$ cat src/rtl/serial_adder.sv
// Bit-serial WIDTH-bit adder: one full-adder cell and a registered carry, LSB first.
// A start accepted at edge k gives done in the cycle after edge k+WIDTH; start is ignored while busy.
module serial_adder #(
  parameter int WIDTH = 8
) (
  input  logic             clk,
  input  logic             rst_n,
  input  logic             start,
  input  logic [WIDTH-1:0] a,
  input  logic [WIDTH-1:0] b,
  input  logic             cin,
  output logic             busy,
  output logic             done,
  output logic [WIDTH-1:0] sum,
  output logic             cout,
  output logic             ovf
);

  localparam int CW = $clog2(WIDTH) + 1;

  typedef enum logic [1:0] {
    IDLE = 2'd0,
    RUN  = 2'd1,
    DONE = 2'd2
  } state_t;

  state_t           state_q, state_d;
  logic [WIDTH-1:0] a_sr_q, a_sr_d;
  logic [WIDTH-1:0] b_sr_q, b_sr_d;
  // Holds the WIDTH-1 low sum bits; the MSB is merged in directly on the last RUN cycle.
  logic [WIDTH-2:0] acc_q, acc_d;
  logic [WIDTH-1:0] sum_q, sum_d;
  logic [CW-1:0]    cnt_q, cnt_d;
  logic             c_q, c_d;
  logic             cout_q, cout_d;
  logic             ovf_q, ovf_d;
  logic             s_bit, c_nxt;

  assign s_bit = a_sr_q[0] ^ b_sr_q[0] ^ c_q;
  assign c_nxt = (a_sr_q[0] & b_sr_q[0]) | (c_q & (a_sr_q[0] ^ b_sr_q[0]));

  always_comb begin
    state_d = state_q;
    a_sr_d  = a_sr_q;
    b_sr_d  = b_sr_q;
    acc_d   = acc_q;
    sum_d   = sum_q;
    cnt_d   = cnt_q;
    c_d     = c_q;
    cout_d  = cout_q;
    ovf_d   = ovf_q;
    case (state_q)
      IDLE, DONE: begin
        if (start) begin
          a_sr_d  = a;
          b_sr_d  = b;
          c_d     = cin;
          acc_d   = '0;
          cnt_d   = '0;
          state_d = RUN;
        end else begin
          state_d = IDLE;
        end
      end
      RUN: begin
        a_sr_d = a_sr_q >> 1;
        b_sr_d = b_sr_q >> 1;
        acc_d  = (WIDTH-1)'({s_bit, acc_q} >> 1);
        c_d    = c_nxt;
        cnt_d  = cnt_q + 1'b1;
        if (cnt_q == CW'(WIDTH - 1)) begin
          // c_q here is the carry into the MSB, so overflow needs no separate register.
          state_d = DONE;
          sum_d   = {s_bit, acc_q};
          cout_d  = c_nxt;
          ovf_d   = c_q ^ c_nxt;
        end
      end
      default: state_d = IDLE;
    endcase
  end

  always_ff @(posedge clk or negedge rst_n) begin
    if (!rst_n) begin
      state_q <= IDLE;
      a_sr_q  <= '0;
      b_sr_q  <= '0;
      acc_q   <= '0;
      sum_q   <= '0;
      cnt_q   <= '0;
      c_q     <= 1'b0;
      cout_q  <= 1'b0;
      ovf_q   <= 1'b0;
    end else begin
      state_q <= state_d;
      a_sr_q  <= a_sr_d;
      b_sr_q  <= b_sr_d;
      acc_q   <= acc_d;
      sum_q   <= sum_d;
      cnt_q   <= cnt_d;
      c_q     <= c_d;
      cout_q  <= cout_d;
      ovf_q   <= ovf_d;
    end
  end

  assign busy = (state_q == RUN);
  assign done = (state_q == DONE);
  assign sum  = sum_q;
  assign cout = cout_q;
  assign ovf  = ovf_q;

endmodule
$ cat config.mk
export PLATFORM = sky130hd
export DESIGN_NAME = serial_adder
export DESIGN_NICKNAME = d
export VERILOG_FILES = /design/src/rtl/serial_adder.sv
export SDC_FILE = /design/constraint.sdc
export NUM_CORES = 1
export LEC_CHECK = 0
export BUFFER_PORTS_ARGS = -buffer_cell sky130_fd_sc_hd__buf_2
export CORE_MARGIN = 3
export CORE_UTILIZATION = 53
export DETAILED_ROUTE_END_ITERATION = 8
export HOLD_SLACK_MARGIN = 0.03
export PLACE_DENSITY = 0.77
export SLEW_MARGIN = 20
export SYNTH_ARGS = -nofsm -noshare
export SYNTH_HDL_FRONTEND = slang
export SYNTH_SLANG_ARGS = --single-unit
export TNS_END_PERCENT = 50
$ cat constraint.sdc
create_clock -name clk -period 1.7 [get_ports clk]
set_input_delay 0.255 -clock clk [delete_from_list [all_inputs] [get_ports clk]]
set_output_delay 0.255 -clock clk [all_outputs]
set_load 0.02 [all_outputs]
==> flow_summary.yaml <==
timing:
  slew_viol_final: 0
  fin_crit_sh_pct: 96.4
  relSlewSlack_pct: 62.9
  max_freq_mhz: 610
  fin_setup_tns_ns: 0
  hold_viol: 0
  setup_viol: 0
  worst_pin_slew_ns: 0.555
  rsz0062_at_grt: "yes"
  fin_crit_ns: 1.64
  fin_worst_skew_ns: 0.0101
synthesis:
  synthesis.nets: 140
  ys_types: 20
  synthMuxAreaShare_pct: 8.07
  yosys.area.top_type_share_pct: 60.9
  synth_edf_count: 0
  ys_warn_count: 0
  yosysMostFrequentCell: "dfrtp_1"
  synth-seq-area-share_pct: 60.9
  synth_top_cells_by_count: "dfrtp_1 (40), a22o_1 (26), a21o_1 (15)"
  yosysTopAreaCell: "dfrtp_1"
  synth_area_mm2: 0.00164
  synth_area_per_cell_um2: 13.9
  syn_inst: 118
  synth_compound_area_share_pct: 21.0
  synthFlopType: "dfrtp_1"
  synth_top_family_by_area: "compound AO/OA/AOI/OAI gates"
  synth_area_leaders: "dfrtp_1 (61%), a22o_1 (14%), a21o_1 (6.8%)"
  async_flop_share_pct: 100
  yosys_register_bits: 40
  synthSimpleGateAreaFrac_pct: 4.41
  synth_fa_ha_area_share_pct: 1.98
  synth-xor-area-share_pct: 1.07
routing:
  post_drt_wl_per_cell_um: 16.2
  ant_nets: 0
  wirelength_um: 3010
  drt-initial-drc-count: 29
  drt-pass1-iter-count: 3
  drc: 0
  avgViaCountPerCell: 5.69
  vias: 1059
pwr:
  total_power_mw: 3.72
  cellPowerDensity_mw_per_mm2: 1920
  power_leakage_nw: 1.04
  ir_drop_v: 0.00108
global_route:
  grt_pass1_wl_um: 5150
  gr-usage-all-layers_pct: 19.0
  grt_max_degree: 41
  antenna_found_initial: 0
  grt-ovfl-total: 0
  first_global_vias: 1100
setup_path:
  critPathRequiredTime_ns: 1.94
  critPathMaxFanout: 11
  startpoint_type: "flop"
  crit_type: "reg -> reg"
  r2r_end: "sum[0]"
  timing.reg2reg.setup_slack_ns: 0.06
  arrival_ns: 1.88
  crit_path_end_kind: "flop"
  r2r_cells: 5
  worstReg2RegStart: "state_q[1]"
floorplan:
  die_w_um: 61.7
  start_util_pct: 57.6
  die_h_um: 61.7
  ioPinCount: 32
  rows: 19
  fp.coreArea_mm2: 0.00285
  die_area_mm2: 0.00381
clocking:
  cts_tree: "built"
  clk_path_buf_depth: 2
  clk_latency_ns: 0.35
  postCtsSetupRepairBufs: 0
  cts_sinks: 40
  root_buffer: "clkbuf_4"
  cts.reportedPaths.clkPinSlew_ns: 0.12
  htreeDepth: 2
  cts_buffers: 5
worst_hold_path:
  min_from: "a[7]"
  hold_end: "a_sr_q[7]"
  hp-class: "in -> reg"
  min_path_cells: 2
final_layout:
  antenna_cells: 0
  layout.nets: 176
  layout.area.seq_mm2: 0.00100
  final_layout_size_suffix_gt1_share_pct: 36.8
  fillCellCount: 238
  synthToLayoutAreaGrowth_pct: 17.6
  multi_input_area_um2: 613
placement:
  hpwlAfterDp_um: 2000
  portBuffers: 31
  gp_congestion: 0.733
status:
  status: "finished, final reports clean"
job:
  maxCapViolations: 0
==> how the worst max path moves through the flow <==
stage | start | endpoint | depth (start not counted)
after detailed placement | state_q[0] | acc_q[3] | 3
after CTS | state_q[0] | acc_q[3] | 3
after floorplan | cnt_q[0] | cout | 5
final | state_q[1] | sum[0] | 5
after global placement | state_q[0] | acc_q[5] | 3
after global routing | state_q[1] | sum[0] | 5
==> stage by stage <==
step | cells | cell area (µm²) | setup slack [ns] | util (%) | hold slack, ns
after floorplan | 118 | 1640 | 0.257 | - | -0.0406
after global routing | 186 | 1930 | -0.00991 | 67.8 | 0.124
final | 186 | 1930 | 0.0617 | 67.8 | 0.132
after global placement | 177 | 1830 | 0.106 | 64.3 | 0.334
after CTS | 186 | 1910 | -0.0300 | 67.1 | 0.130
after detailed placement | 177 | 1830 | 0.0199 | 64.3 | 0.335
==> logic make-up (layout without fill, tap and decap cells) <==
logic type / after synthesis / count (layout)
XOR/XNOR: 2 / 2
AND/OR/NAND/NOR: 12 / 12
multiplexers: 12 / 12
adder cells (fa/ha/maj): 2 / 2
AO/OA/AOI/OAI: 42 / 42
buffers and inverters: 8 / 45
flip-flops: 40 / 40
==> flip-flops by register name, indices dropped and copies added, names as in the netlist <==
| signal | count |
|---|---|
| a_sr_q | 8 |
| acc_q | 7 |
| b_sr_q | 8 |
| c_q | 1 |
| cnt_q | 4 |
| cout | 1 |
| ovf | 1 |
| state_q | 2 |
| sum | 8 |
==> layout make-up <==
| class | instances | share of cell area, % |
|---|---|---|
| sequential | 40 | 51.8 |
| tap | 31 | 2.01 |
| clock inverter | 2 | 0.777 |
| clock buffer | 6 | 2.65 |
| timing repair buffer | 37 | 11.1 |
| multi-input combinational | 70 | 31.7 |
==> cells in the final DEF, fill, tap and decap left out, types with 2 or more instances in the layout <==
cell type and instances:
clkinvlp_4 2, a22o_1 26, mux2i_1 2, dfrtp_1 40, nor2b_1 3, a21o_1 15, clkbuf_4 5, buf_4 3
mux2_2 10, buf_2 31, nand2_1 3
==> repair_timing <==
action,CTS,global route
hold buffers,1,0
gates resized for setup,1,5
endpoints found under the setup margin,5,35
hold endpoints to repair,40,0
==> worst max-delay path: stages (launching register included) <==
cell and delay (ns):
dfrtp_1 0.39, and2b_2 0.27, buf_8 0.15, nor3b_4 0.19, buf_6 0.18, mux2_2 0.35
==> per-layer routing <==
layer,track usage (%),share of wire [%],vias to the layer above
met2,29.7,48,28
met4,6.36,1.4,0
li1,-,-,510
met3,6.40,5.6,6
met5,0,0,-
met1,24.9,45,515
==> report_power, final <==
part,leakage [nW],internal [mW],total (mW),switching (mW)
clock,0.0305,0.201,0.510,0.309
sequential,0.510,1.37,1.65,0.274
combinational,0.502,0.798,1.56,0.763
total,1.04,2.37,3.72,1.35
(Power assumes the default switching activity.)
